### src/rtl/instr_encoder.sv
// instr_encoder: turns a field-level request into an RV32I word, expanding LI into LUI+ADDI.
// One registered output word behind valid/ready; illegal requests pulse err and emit nothing.
module instr_encoder #(
    parameter int COUNT_W = 16
) (
    input  logic               clk,
    input  logic               rst,
    input  logic               req_valid,
    output logic               req_ready,
    input  logic [2:0]         req_op,
    input  logic [3:0]         req_alu,
    input  logic [4:0]         req_rd,
    input  logic [4:0]         req_rs1,
    input  logic [4:0]         req_rs2,
    input  logic [31:0]        req_imm,
    output logic               instr_valid,
    input  logic               instr_ready,
    output logic [31:0]        instr,
    output logic               err,
    output logic [COUNT_W-1:0] instr_cnt,
    output logic [COUNT_W-1:0] err_cnt
);
    typedef enum logic {IDLE, SECOND} state_t;
    localparam logic [6:0] OP_IMM = 7'b0010011;
    localparam logic [6:0] OP_LUI = 7'b0110111;
    state_t             state_q, state_d;
    logic [31:0]        instr_q, instr_d, pend_q, pend_d, w1, w2;
    logic               valid_q, valid_d, err_q, err_d, two, bad;
    logic [COUNT_W-1:0] icnt_q, icnt_d, ecnt_q, ecnt_d;
    logic [2:0]         f3;
    logic [6:0]         f7;
    logic [19:0]        lui_hi;
    logic               shift, alu_bad, s12, s13, s21, accept, handoff;
    assign handoff = valid_q && instr_ready;
    assign req_ready = state_q == IDLE && (!valid_q || instr_ready);
    assign accept = req_valid && req_ready;
    assign alu_bad = req_alu > 4'd8;
    assign shift = req_alu == 4'd4 || req_alu == 4'd7 || req_alu == 4'd8;
    assign f7 = (req_alu == 4'd1 || req_alu == 4'd8) ? 7'b0100000 : 7'd0;
    assign f3 = req_alu == 4'd2 ? 3'd7 : req_alu == 4'd3 ? 3'd6 : req_alu == 4'd4 ? 3'd1 :
                req_alu == 4'd5 ? 3'd2 : req_alu == 4'd6 ? 3'd4 : (req_alu == 4'd7 || req_alu == 4'd8) ? 3'd5 : 3'd0;
    // Signed-range fits: all bits above the sign position agree with it.
    assign s12 = &req_imm[31:11] || ~|req_imm[31:11];
    assign s13 = &req_imm[31:12] || ~|req_imm[31:12];
    assign s21 = &req_imm[31:20] || ~|req_imm[31:20];
    // Upper part is rounded so the sign-extended ADDI low part lands on the full value.
    assign lui_hi = req_imm[31:12] + {19'd0, req_imm[11]};
    assign w2 = {req_imm[11:0], req_rd, 3'd0, req_rd, OP_IMM};
    always_comb begin
        w1 = '0;
        two = 1'b0;
        bad = 1'b0;
        case (req_op)
            3'd0: begin
                bad = alu_bad;
                w1 = {f7, req_rs2, req_rs1, f3, req_rd, 7'b0110011};
            end
            3'd1: begin
                bad = alu_bad || req_alu == 4'd1 || (shift ? |req_imm[31:5] : !s12);
                w1 = {shift ? {f7, req_imm[4:0]} : req_imm[11:0], req_rs1, f3, req_rd, OP_IMM};
            end
            3'd2: begin
                bad = !s12;
                w1 = {req_imm[11:0], req_rs1, 3'b010, req_rd, 7'b0000011};
            end
            3'd3: begin
                bad = !s12;
                w1 = {req_imm[11:5], req_rs2, req_rs1, 3'b010, req_imm[4:0], 7'b0100011};
            end
            3'd4: begin
                bad = req_imm[0] || !s13;
                w1 = {req_imm[12], req_imm[10:5], req_rs2, req_rs1, 3'b000, req_imm[4:1], req_imm[11], 7'b1100011};
            end
            3'd5: begin
                bad = req_imm[0] || !s21;
                w1 = {req_imm[20], req_imm[10:1], req_imm[11], req_imm[19:12], req_rd, 7'b1101111};
            end
            3'd6: begin
                bad = |req_imm[11:0];
                w1 = {req_imm[31:12], req_rd, OP_LUI};
            end
            3'd7: begin
                w1 = s12 ? {req_imm[11:0], 5'd0, 3'd0, req_rd, OP_IMM} : {lui_hi, req_rd, OP_LUI};
                two = !s12 && |req_imm[11:0];
            end
        endcase
    end
    always_comb begin
        state_d = state_q;
        instr_d = instr_q;
        pend_d = pend_q;
        valid_d = valid_q && !handoff;
        err_d = accept && bad;
        icnt_d = icnt_q + COUNT_W'(handoff);
        ecnt_d = ecnt_q + COUNT_W'(accept && bad);
        if (state_q == SECOND) begin
            if (handoff) begin
                instr_d = pend_q;
                valid_d = 1'b1;
                state_d = IDLE;
            end
        end else if (accept && !bad) begin
            instr_d = w1;
            pend_d = w2;
            valid_d = 1'b1;
            state_d = two ? SECOND : IDLE;
        end
    end
    always_ff @(posedge clk or posedge rst) begin
        if (rst) begin
            state_q <= IDLE;
            instr_q <= '0;
            pend_q <= '0;
            valid_q <= 1'b0;
            err_q <= 1'b0;
            icnt_q <= '0;
            ecnt_q <= '0;
        end else begin
            state_q <= state_d;
            instr_q <= instr_d;
            pend_q <= pend_d;
            valid_q <= valid_d;
            err_q <= err_d;
            icnt_q <= icnt_d;
            ecnt_q <= ecnt_d;
        end
    end
    assign instr_valid = valid_q;
    assign instr = instr_q;
    assign err = err_q;
    assign instr_cnt = icnt_q;
    assign err_cnt = ecnt_q;
endmodule

### config.mk
export PLATFORM = sky130hd
export DESIGN_NAME = instr_encoder
export DESIGN_NICKNAME = d
export VERILOG_FILES = /design/src/rtl/instr_encoder.sv
export SDC_FILE = /design/constraint.sdc
export NUM_CORES = 1
export LEC_CHECK = 0
export CAP_MARGIN = 20
export CORE_ASPECT_RATIO = 1.2
export CORE_MARGIN = 3
export CORE_UTILIZATION = 30
export CTS_BUF_LIST = sky130_fd_sc_hd__clkbuf_2 sky130_fd_sc_hd__clkbuf_4 sky130_fd_sc_hd__clkbuf_8
export DETAILED_ROUTE_END_ITERATION = 12
export PLACE_DENSITY = 0.6
export SETUP_SLACK_MARGIN = 0.05
export SYNTH_ARGS = -nofsm -noshare
export SYNTH_HDL_FRONTEND = slang
export SYNTH_SLANG_ARGS = --single-unit
### constraint.sdc
create_clock -name clk -period 6.5 [get_ports clk]
set_clock_uncertainty 0.2 [all_clocks]
set_input_delay 1.3 -clock clk [delete_from_list [all_inputs] [get_ports clk]]
set_output_delay 1.3 -clock clk [all_outputs]
set_load 0.005 [all_outputs]
### Yosys cells after proc, flatten, opt, wreduce, memory -nomap -nowiden

Index checks and enable logic that the tools add are counted.

| word-level totals | value |
|---|---|
| bits in registers | 92 |
| output and inout bits | 67 |
| logic and storage cells | 92 |

| operators by class | value |
|---|---|
| $add $sub $neg | 3 |
| $lt $le $gt $ge | 1 |
| eq/ne operators | 16 |
| muxes and demuxes | 23 |
| bitwise operators | 1 |
| reduce and logical (&&, ||, !) cells | 41 |

Operators by type and width:

| kind | number |
|---|---|
| $pmux W32 S8 | 1 |
| $mux W32 | 4 |
| $add A16 B1 Y16 | 2 |
| $reduce_or A27 Y1 | 1 |
| $reduce_or A12 Y1 | 2 |
| $reduce_and A21 Y1 | 1 |
| $reduce_or A21 Y1 | 1 |
| $add A20 B1 Y20 | 1 |
| $reduce_and A20 Y1 | 1 |
| $reduce_or A20 Y1 | 1 |
| $mux W3 | 6 |
| $eq A4 B3 Y1 const B | 4 |
| $eq A3 B3 Y1 const B | 4 |
| $logic_or A1 B1 Y1 | 12 |
| $mux W12 | 1 |
| $reduce_and A12 Y1 | 1 |
| $logic_not A1 Y1 | 9 |
| $mux W1 | 9 |
| $eq A4 B2 Y1 const B | 2 |
| $logic_and A1 B1 Y1 | 7 |
| $eq A3 B2 Y1 const B | 2 |
| $mux W6 | 1 |
| $pmux W1 S6 | 1 |
| $eq A4 B1 Y1 const B | 1 |
| 9 further kinds | 10 |

### Depth between registers and ports, before layout

| depth | value |
|---|---|
| depth after elaboration | 11 |
| gate-level depth with buffers | 13 |
| mapped depth without buffers | 12 |

### Worst setup path after synthesis

Ideal clock, no wire load.

| timing | value |
|---|---|
| path kind | input -> register |
| start point | input port req_imm[11] |
| end point | register ecnt_q[15] (netlist: err_cnt[15]) |
| setup time | 0.123 ns |
| arrival | 3.396 ns |
| data required time | 6.177 ns |
| slack | 2.781 ns |
| stages on the path | 13 |
| cell sequence | ha_1 > and4_1 > nor2b_1 > buf_2 > nand3_2 > nand3_2 > and4_4 > nor2_1 > ha_1 > nand3_1 > nor3_1 > nand4_1 > xnor2_1 |

| on the way | value |
|---|---|
| word-level cells in the longest chain between the ends | 9 |
| elaborated cells on any way between the ends | 12 |

Ends and longest elaborated chain:

| what | line | RTL |
|---|---|---|
| start, declared | 15 | `input logic [31:0] req_imm,` |
| $reduce_or A21 Y1 | 43 | `assign s12 = &req_imm[31:11] \|\| ~\|req_imm[31:11];` |
| $logic_not A1 Y1 | 43 |  |
| $logic_or A1 B1 Y1 | 43 |  |
| $logic_not A1 Y1 | 59, 63, 67 |  |
| $mux W1 | 59 | `bad = alu_bad \|\| req_alu == 4'd1 \|\| (shift ? \|req_imm[31:5] : !s12);` |
| $logic_or A1 B1 Y1 | 59 |  |
| $pmux W1 S6 * | 53 | `case (req_op)` |
| $logic_and A1 B1 Y1 * | -- |  |
| via err_d | 28 | `logic valid_q, valid_d, err_q, err_d, two, bad;` |
| $add A16 B1 Y16 * | 95 | `ecnt_d = ecnt_q + COUNT_W'(accept && bad);` |
| via ecnt_d[15] | 29 | `logic [COUNT_W-1:0] icnt_q, icnt_d, ecnt_q, ecnt_d;` |
| end signal, assigned | 125 | `ecnt_q <= ecnt_d;` |
| end, declared | 29 |  |

The timed path passes the listed nets; every way through them passes the cells marked *.
A chain may end at the register's enable or synchronous reset.

### Worst setup path after layout

| timing | value |
|---|---|
| start point | input port req_op[1] |
| end point | register ecnt_q[15] (netlist: err_cnt[15]) |

| on the way | value |
|---|---|
| word-level cells in the longest chain between the ends | 5 |
| elaborated cells on any way between the ends | 11 |

Ends and longest elaborated chain:

| what | line | RTL |
|---|---|---|
| start, declared | 10 | `input logic [2:0] req_op,` |
| $eq A3 B2 Y1 | 53 |  |
| $reduce_or A2 Y1 (no source line) | -- |  |
| $pmux W1 S6 * | 53 |  |
| $logic_and A1 B1 Y1 * | -- |  |
| via err_d | 28 |  |
| $add A16 B1 Y16 * | 95 |  |
| via ecnt_d[15] | 29 |  |

Marks and branches as above.

==> flow_summary.json <==
{
  "outcome": "finished, final reports clean",
  "drv_cap": 0,
  "io_pins": 125,
  "fillers": 1700,
  "grt_pass1_wl_um": 26500,
  "startpoint_type": "primary input",
  "crit_path_end": "err_cnt[15]",
  "p_per_area_nw_per_um2": 296,
  "worstRegToRegCells": 8,
  "synth_top_cell_by_area": "dfrtp_1",
  "path_clk_slew_ns": 0.09,
  "drive_above_1_share_pct": 11.9,
  "postSynthCellCount": 525,
  "grt_use_total_pct": 17.7,
  "worst_pin_slew_ns": 0.994,
  "htree_levels": 3,
  "wl_per_cell_um": 19.4,
  "num_rows": 52,
  "cts_resized": 0,
  "cts_tree": "yes",
  "dp_slack_ns": 1.37,
  "ys.flop_type": "dfrtp_1",
  "core_um2": 17000,
  "yosysUniqueCellTypes": 72,
  "fin_ws_ns": 1.78,
  "hold_class": "reg -> reg",
  "cts_sinks": 84,
  "diodes": 0,
  "timing.rr.start": "instr_valid",
  "min_period_ns": 4.72,
  "cts_buffers": 9,
  "gp_congestion": 0.978,
  "ys_seq_area_share_pct": 40.2,
  "area_growth_pct": 29.3,
  "yosys.area.top_type_share_pct": 40.2,
  "grt_pass1_vias": 4648,
  "rrSetupSlack_ns": 3.82,
  "fp.dieH_um": 151,
  "power_leakage_uw": 0.00276,
  "drv_slew": 0,
  "end_kind": "flop",
  "finalSetupTns_ns": 0,
  "fmax_mhz": 212,
  "cts_buffer_depth": 2,
  "grt_max_degree": 71,
  "r2r-end": "err_cnt[15]",
  "die_x_um": 127,
  "hold_ws_ns": 0.265,
  "critical_path_class": "in -> reg",
  "synthArstFlopShare_pct": 100,
  "grt_setup_unrepaired": "false",
  "fin_crit_sh_pct": 72.6,
  "synth_area_um2": 5230,
  "drtAntennaViolNets": 0,
  "synth_top_cells_by_area": "dfrtp_1, xnor2_1, mux2_4",
  "relSlewSlack_pct": 33.5,
  "wirelength_um": 16600,
  "ir_drop_uv": 123,
  "die_area_um2": 19100,
  "drc": 0,
  "start_util_pct": 30.8,
  "synth_most_common_cell": "dfrtp_1",
  "crit_fanout": 22,
  "postCtsSetupRepairBufs": 0,
  "overflow": 0,
  "setup_viol": 0,
  "synth_nets": 590,
  "ys_warn_count": 0,
  "numPortBuffers": 124,
  "synth-seq-cells": 84,
  "startpoint": "req_op[1]",
  "synth_edf_count": 0,
  "first_iter_violations": 297,
  "cts_hold_buf": 0,
  "multiInputGateArea_um2": 2830,
  "syn-mean-instance-area_um2": 9.96,
  "worstSkewPairLatency_ns": 0.37,
  "synth_common_cells": "dfrtp_1, nand2_1, xnor2_1, nor2_1, o21ai_0",
  "antenna_found_initial": 0,
  "layout.nets": 699,
  "cts-root-buf": "clkbuf_8",
  "viasPerCell": 5.36,
  "seq_area_um2": 2100,
  "finalHoldViolCount": 0,
  "drt_first_pass_iters": 5,
  "crit_arrival_ns": 4.79,
  "num_vias": 4584,
  "hpwlAfterDp_um": 12500,
  "required_ns": 6.57
}
==> power breakdown <==
| group | total [uW] | switching (uW) | internal, uW |
|---|---|---|---|
| clock | 359 | 207 | 152 |
| sequential | 822 | 120 | 702 |
| combinational | 823 | 338 | 484 |
==> cell families after synthesis <==
logic type	after synthesis	synth area share [%]
buf+inv	55	5.67
xor+xnor	45	7.53
fa+ha+maj	7	1.67
compound gates	105	14.7
flops	84	40.2
simple gates	182	19.2
mux	47	11.0
==> area by class of cell <==
type                    count  share of cell area [%]
inverters                  22                    1.24
repair buffers            131                    19.1
multi-input cells         386                    41.9
well taps                 216                    3.99
clock inverters             6                   0.684
flip-flops and latches     84                    31.1
clock buffers              10                    2.03
==> worst max-delay path, stage by stage <==
cell	delay, ns
clkdlybuf4s50_1	1.12
nand2_1	0.30
nor2_1	0.22
and2_1	0.15
a311oi_1	0.08
and4_4	0.27
nor2_1	0.23
ha_1	0.24
nand3_1	0.17
nor3_1	0.38
nand4_1	0.16
xnor2_1	0.15
==> sequential cells by signal, indices dropped and copies added (netlist names) <==
register,count
instr_valid,1
err_cnt,16
err,1
pend_q,18
instr_cnt,16
instr,31
state_q,1
==> metrics by stage <==
stage	cell area, um2	std cells	power [uW]	utilization (%)
finish	6770	855	2000	39.8
global route	6770	855	2140	39.8
CTS	6770	855	2040	39.8
detailed placement	6580	839	1670	38.8
global placement	6580	839	1650	38.8
floorplan	5230	525	1230	-
==> cell usage in the layout (no fill, tap or decap), types with 9 or more instances in the layout <==
cell and instances:
clkdlybuf4s50_1 124, dfrtp_1 84, nand2_1 54, xnor2_1 30, nor2_1 28, o21ai_0 22, nand3_1 21, inv_1 20
nand4_1 18, mux2_2 16, xor2_1 15, a21oi_1 14, mux2_4 14, and3_1 13, mux2_1 12, clkbuf_8 10
nor3_1 9, a31oi_1 9
==> worst min-delay path by stage <==
stage           startpoint           to  cells after the start
3_3_place_gp     pend_q[4]    pend_q[4]                      1
6_report         pend_q[4]    pend_q[4]                      1
2_1_floorplan    pend_q[4]    pend_q[4]                      1
5_1_grt        err_cnt[15]  err_cnt[15]                      1
3_5_place_dp     pend_q[4]    pend_q[4]                      1
4_1_cts          pend_q[4]    pend_q[4]                      1
==> metal layers <==
| layer | track usage (%) | vias to the layer above | share of wire, % |
|---|---|---|---|
| met5 | 0 | - | 0 |
| met4 | 5.31 | 0 | 1.6 |
| met3 | 3.34 | 22 | 6.0 |
| met2 | 29.5 | 155 | 49 |
| met1 | 23.3 | 2266 | 43 |
| li1 | - | 2141 | - |
Power figures use the tool's default switching activity.
